<file path="config.mk">
export PLATFORM = sky130hd
export DESIGN_NAME = param_shift_reg
export DESIGN_NICKNAME = d
export VERILOG_FILES = /design/src/rtl/param_shift_reg_pkg.sv /design/src/rtl/param_shift_reg_step.sv /design/src/rtl/param_shift_reg.sv
export SDC_FILE = /design/constraint.sdc
export NUM_CORES = 1
export LEC_CHECK = 0
export ABC_CLOCK_PERIOD_IN_PS = 1400
export CELL_PAD_IN_SITES_DETAIL_PLACEMENT = 2
export CELL_PAD_IN_SITES_GLOBAL_PLACEMENT = 2
export CORE_MARGIN = 8
export CORE_UTILIZATION = 26
export DETAILED_ROUTE_END_ITERATION = 6
export PLACE_DENSITY_LB_ADDON = 0.1
export SYNTH_ARGS = -nofsm -noshare
export SYNTH_HDL_FRONTEND = slang
export SYNTH_SLANG_ARGS = --single-unit
</file>
<file path="constraint.sdc">
create_clock -name clk -period 1.4 [get_ports clk]
set_input_delay 0.21 -clock clk [delete_from_list [all_inputs] [get_ports clk]]
set_output_delay 0.21 -clock clk [all_outputs]
set_load 0.1 [all_outputs]
</file>
<file path="src/rtl/param_shift_reg_pkg.sv">
// param_shift_reg_pkg: shared op codes and FSM states for the universal shift register
package param_shift_reg_pkg;
   localparam int OP_W = 3;
   typedef enum logic [OP_W-1:0] {
      OP_HOLD, OP_LOAD, OP_SHL, OP_SHR, OP_ROL, OP_ROR, OP_ASR, OP_CLR
   } op_e;
   typedef enum logic {IDLE, SHIFTING} state_e;
endpackage

</file>
<file path="src/rtl/param_shift_reg_step.sv">
// shreg_step: one combinational shift/rotate/clear step of the register
module shreg_step
   import param_shift_reg_pkg::*;
#(
   parameter int WIDTH = 8
) (
   input  logic [WIDTH-1:0] i_r,
   input  logic             i_si,
   input  op_e              i_op,
   output logic [WIDTH-1:0] o_r,
   output logic             o_so
);
   always_comb begin
      o_r  = i_r;
      o_so = 1'b0;
      case (i_op)
         OP_SHL:  begin o_r = {i_r[WIDTH-2:0], i_si};      o_so = i_r[WIDTH-1]; end
         OP_SHR:  begin o_r = {i_si, i_r[WIDTH-1:1]};      o_so = i_r[0];       end
         OP_ROL:  begin o_r = {i_r[WIDTH-2:0], i_r[WIDTH-1]}; o_so = i_r[WIDTH-1]; end
         OP_ROR:  begin o_r = {i_r[0], i_r[WIDTH-1:1]};    o_so = i_r[0];       end
         OP_ASR:  begin o_r = {i_r[WIDTH-1], i_r[WIDTH-1:1]}; o_so = i_r[0];    end
         OP_CLR:  o_r = '0;
         default: o_r = i_r;
      endcase
   end
endmodule

</file>
<file path="src/rtl/param_shift_reg.sv">
// param_shift_reg: WIDTH-bit universal register with handshake, clock enable and multi-step shifts
module param_shift_reg
   import param_shift_reg_pkg::*;
#(
   parameter int             WIDTH     = 8,
   parameter int             AMT_W     = 4,
   parameter logic [WIDTH-1:0] RESET_VAL = '0
) (
   input  logic              clk,
   input  logic              rst,
   input  logic              ena,
   input  logic              cmd_valid,
   output logic              cmd_ready,
   input  logic [OP_W-1:0]   op,
   input  logic [AMT_W-1:0]  amt,
   input  logic [WIDTH-1:0]  data,
   input  logic              si,
   output logic [WIDTH-1:0]  r,
   output logic              so,
   output logic              busy,
   output logic              done
);
   state_e           r_state;
   op_e              r_op;
   logic [AMT_W-1:0] r_cnt;
   logic             r_done;
   op_e              w_cmd_op, w_op;
   logic             w_acc, w_shift, w_so, w_so_we;
   logic [WIDTH-1:0] w_r;
   assign w_cmd_op  = op_e'(op);
   assign busy      = r_state == SHIFTING;
   assign cmd_ready = ena & ~busy;
   assign done      = r_done & ena;
   assign w_acc     = cmd_valid & cmd_ready;
   assign w_shift   = w_cmd_op inside {OP_SHL, OP_SHR, OP_ROL, OP_ROR, OP_ASR};
   // while shifting, the captured op drives the step, not the live input
   assign w_op      = busy ? r_op : w_cmd_op;
   assign w_so_we   = !(w_op inside {OP_HOLD, OP_LOAD});
   shreg_step #(.WIDTH(WIDTH)) u_step (
      .i_r  (r),
      .i_si (si),
      .i_op (w_op),
      .o_r  (w_r),
      .o_so (w_so)
   );
   always_ff @(posedge clk) begin
      if (rst) begin
         r       <= RESET_VAL;
         so      <= 1'b0;
         r_state <= IDLE;
         r_op    <= OP_HOLD;
         r_cnt   <= '0;
         r_done  <= 1'b0;
      end else if (!ena) begin
         r_done <= 1'b0;
      end else if (busy) begin
         r      <= w_r;
         so     <= w_so;
         r_cnt  <= r_cnt - 1'b1;
         r_done <= r_cnt == AMT_W'(1);
         if (r_cnt == AMT_W'(1)) r_state <= IDLE;
      end else if (w_acc) begin
         r_op   <= w_cmd_op;
         r_done <= !(w_shift && amt > AMT_W'(1));
         if (!(w_shift && amt == '0)) begin
            r <= w_op == OP_LOAD ? data : w_r;
            if (w_so_we) so <= w_so;
         end
         if (w_shift && amt > AMT_W'(1)) begin
            r_state <= SHIFTING;
            r_cnt   <= amt - 1'b1;
         end
      end else begin
         r_done <= 1'b0;
      end
   end
endmodule

</file>
==> metrics.cfg <==
[clocking]
cts_buffers=3
clk_latency_ns=0.26
cts_htree_levels=1
clkSinkCount=18
cts_tree=yes
clkTransAtPathRegs_ns=0.08
max-clock-path-buffers=2
clockRootBuffer=clkbuf_8

[floorplan]
die_area_um2=8153
start_util_pct=26.55
ios=32
die_x_um=90.30
fp.dieH_um=90.30
rows=27
core_um2=5405

[sta]
hold_viol_final=0
rsz0062_at_grt=yes
maxSlewHeadroom_pct=66.79
period_needed_ns=1.439
clock_skew_ns=0.002849
setup_viol=8
worst_slew_pin_slew_ns=0.4920
finalCritPeriodShare_pct=102.8
setup_ws_ns=-0.03939
fmax_ghz=0.6947
drv_slew=0

[global_route]
grt_pass1_wl_mm=10.22
grt_usage_pct=15.37
grt_max_degree=15
grt_antenna_before_repair=0
grt_pass1_vias=1836
grt_overflow=0

[job]
maxCapViolations=0

[hold_path]
min_to=r_cnt[0]
hp-start=amt[0]
hold_depth=4
hold_class=primary input to flip-flop

[critical_path]
path_class=flip-flop to flip-flop
worst-endpoint-required_ns=1.56
startpoint_type=flip-flop
reg2reg_depth=5
r2r_end=r[7]
cp_slowest_cell=dfxtp_4
worstPathArrival_ns=1.60
cp-end-kind=flip-flop
path_max_fanout=8
rrSetupSlack_ns=-0.04
critical_path.cell_chain=nor4b_4 > a31oi_4 > and2b_4 > o21a_1 > a22o_1
r2r_start=busy
max_stage_delay_ns=0.39
cp-startpoint=busy

[detailed_routing]
drt-vias-per-instance=5.241
wl_mm=6.400
wl_per_cell_um=21.12
dr_total_vias=1588
drt_first_pass_iters=4
drc=0
drt_iter0_markers=35
antenna_left=0

[power]
ir_worst_vdd_mv=0.5554
fin_total_pwr_mw=1.779
p_per_area_nw_per_um2=696.1
p_leak_nw=0.9824

[status]
failed_checks=negative setup slack
status=finished, violations left

[finish]
antennaDiodeCount=0
drive_above_1_share_pct=50.65
fin_area_um2=2556
n_fill_cell=566
area_delta_synth_final_pct=78.12
nets=256

[placed_design]
io_buffers=31
dpl_cell_area_um2=2178
hpwl_mm=4.297
globalplace.congestion=0.7400

[synthesis]
synthCells=169
yosysSeqAreaShare_pct=25.11
synth_cell_type_count=49
yosys_register_bits=18
synthesis.nets=193
syn_area_um2=1435
yosys_warnings=0
synth_edf_count=0
avgSynthCellArea_um2=8.492
synth_async_sr_flop_share_pct=0
synth_ff_type=dfxtp_1

[placed cells by master (no fill, tap or decap), types with 2 or more instances in the layout]
master           count
buf_4               26
nand2_1             20
buf_12              18
o21ai_1             13
dfxtp_2             11
clkdlybuf4s50_1     10
o21ai_0              8
mux2i_1              7
a221oi_2             7
buf_6                7
o21ai_2              6
dfxtp_1              6
inv_1                5
nor2_1               5
nor2b_1              4
a221oi_4             3
a21oi_1              3
nand2b_1             3
a21oi_2              3
clkbuf_8             3
nor2_2               2
xnor2_2              2
nand2b_4             2
xor2_1               2
nand3b_1             2
a31oi_4              2
nor3b_1              2
a22o_1               2
xnor2_1              2
ha_4                 2
ha_1                 2
clkdlybuf4s15_2      2
[metal layers]
metal | GRT usage, % | share of wire, % | vias to the layer above
met2 | 28.71 | 53 | 26
li1 | - | - | 752
met5 | 0 | 0 | -
met4 | 2.358 | 1.1 | 0
met3 | 2.411 | 2.2 | 7
met1 | 18.12 | 44 | 803
[cells by family after synthesis]
family / synth area share [%]
compound gates: 32.70
simple gates: 22.23
flops: 25.11
buf+inv: 7.236
mux: 5.580
xor+xnor: 3.662
fa+ha+maj: 3.487
[worst max-delay path: cells and delay by family (launching register included)]
| kind | cells | cell delay, ns |
|---|---|---|
| DFF | 1 | 0.39 |
| and+or+nand+nor | 2 | 0.52 |
| AOI/OAI and AO/OA | 3 | 0.43 |
[registers in the layout, indices dropped and copies added, names as in the netlist]
signal and flops:
busy 1, so 1, r_op 3, r_done 1
r_cnt 4, r 8
[cell usage after synthesis (all sizes together), types with 2 or more instances]
cell / instances / share of area, %
a211oi: 2 / 1.4
a21oi: 6 / 2.1
a22o: 2 / 1.2
a31oi: 3 / 2.8
nand2: 22 / 5.9
o32ai: 2 / 2.5
nor2: 7 / 1.8
nor2b: 6 / 2.6
nand3b: 2 / 1.0
buf: 8 / 4.9
ha: 4 / 3.5
xnor2: 4 / 2.4
nor3b: 4 / 2.4
mux2i: 8 / 5.6
o21ai: 27 / 9.4
nor3: 2 / 1.0
nand2b: 5 / 2.2
inv: 7 / 1.8
xor2: 2 / 1.2
clkbuf: 2 / 0.52
a221oi: 10 / 7.4
dfxtp: 18 / 25
[cell type report]
class | count | area, um2 | area share (%)
clock buffers | 4 | 45.04 | 1.762
multi-input cells | 134 | 1209 | 47.28
inverters | 7 | 36.28 | 1.419
flip-flops and latches | 18 | 377.9 | 14.78
repair buffers | 68 | 798.3 | 31.23
well taps | 72 | 90.09 | 3.524
[how the worst max path moves through the flow]
| stage | endpoint | slack [ns] |
|---|---|---|
| floorplan | r[7] | -0.13 |
| global placement | r[7] | -0.65 |
| detailed placement | r_cnt[0] | -0.71 |
| CTS | r[7] | -0.04 |
| global route | r[7] | -0.14 |
| finish | r[7] | -0.04 |
[metrics by stage]
stage	util, %	TNS [ns]	cells	hold WS [ns]	worst slack [ns]
after CTS	45.67	-0.08270	302	0.3750	-0.03974
after global routing	47.29	-0.8916	303	0.3959	-0.1386
after floorplan	-	-0.6803	169	0.2967	-0.1322
after global placement	40.30	-8.286	287	0.4860	-0.6504
after detailed placement	40.30	-9.565	287	0.5062	-0.7064
final	47.29	-0.1569	303	0.3766	-0.03939
[timing repair]
action | in CTS | in global routing
pin swaps | 16 | 7
setup endpoints to repair | 21 | 18
hold buffers | 0 | 0
gates resized for setup | 52 | 31
setup buffers | 11 | 1
[report_power, final]
part / internal, mW / switching, mW / leakage (nW)
sequential: 0.538 / 0.0432 / 0.152
combinational: 0.370 / 0.426 / 0.807
clock: 0.203 / 0.199 / 0.0228
total: 1.11 / 0.668 / 0.982
Power figures use the tool's default switching activity.
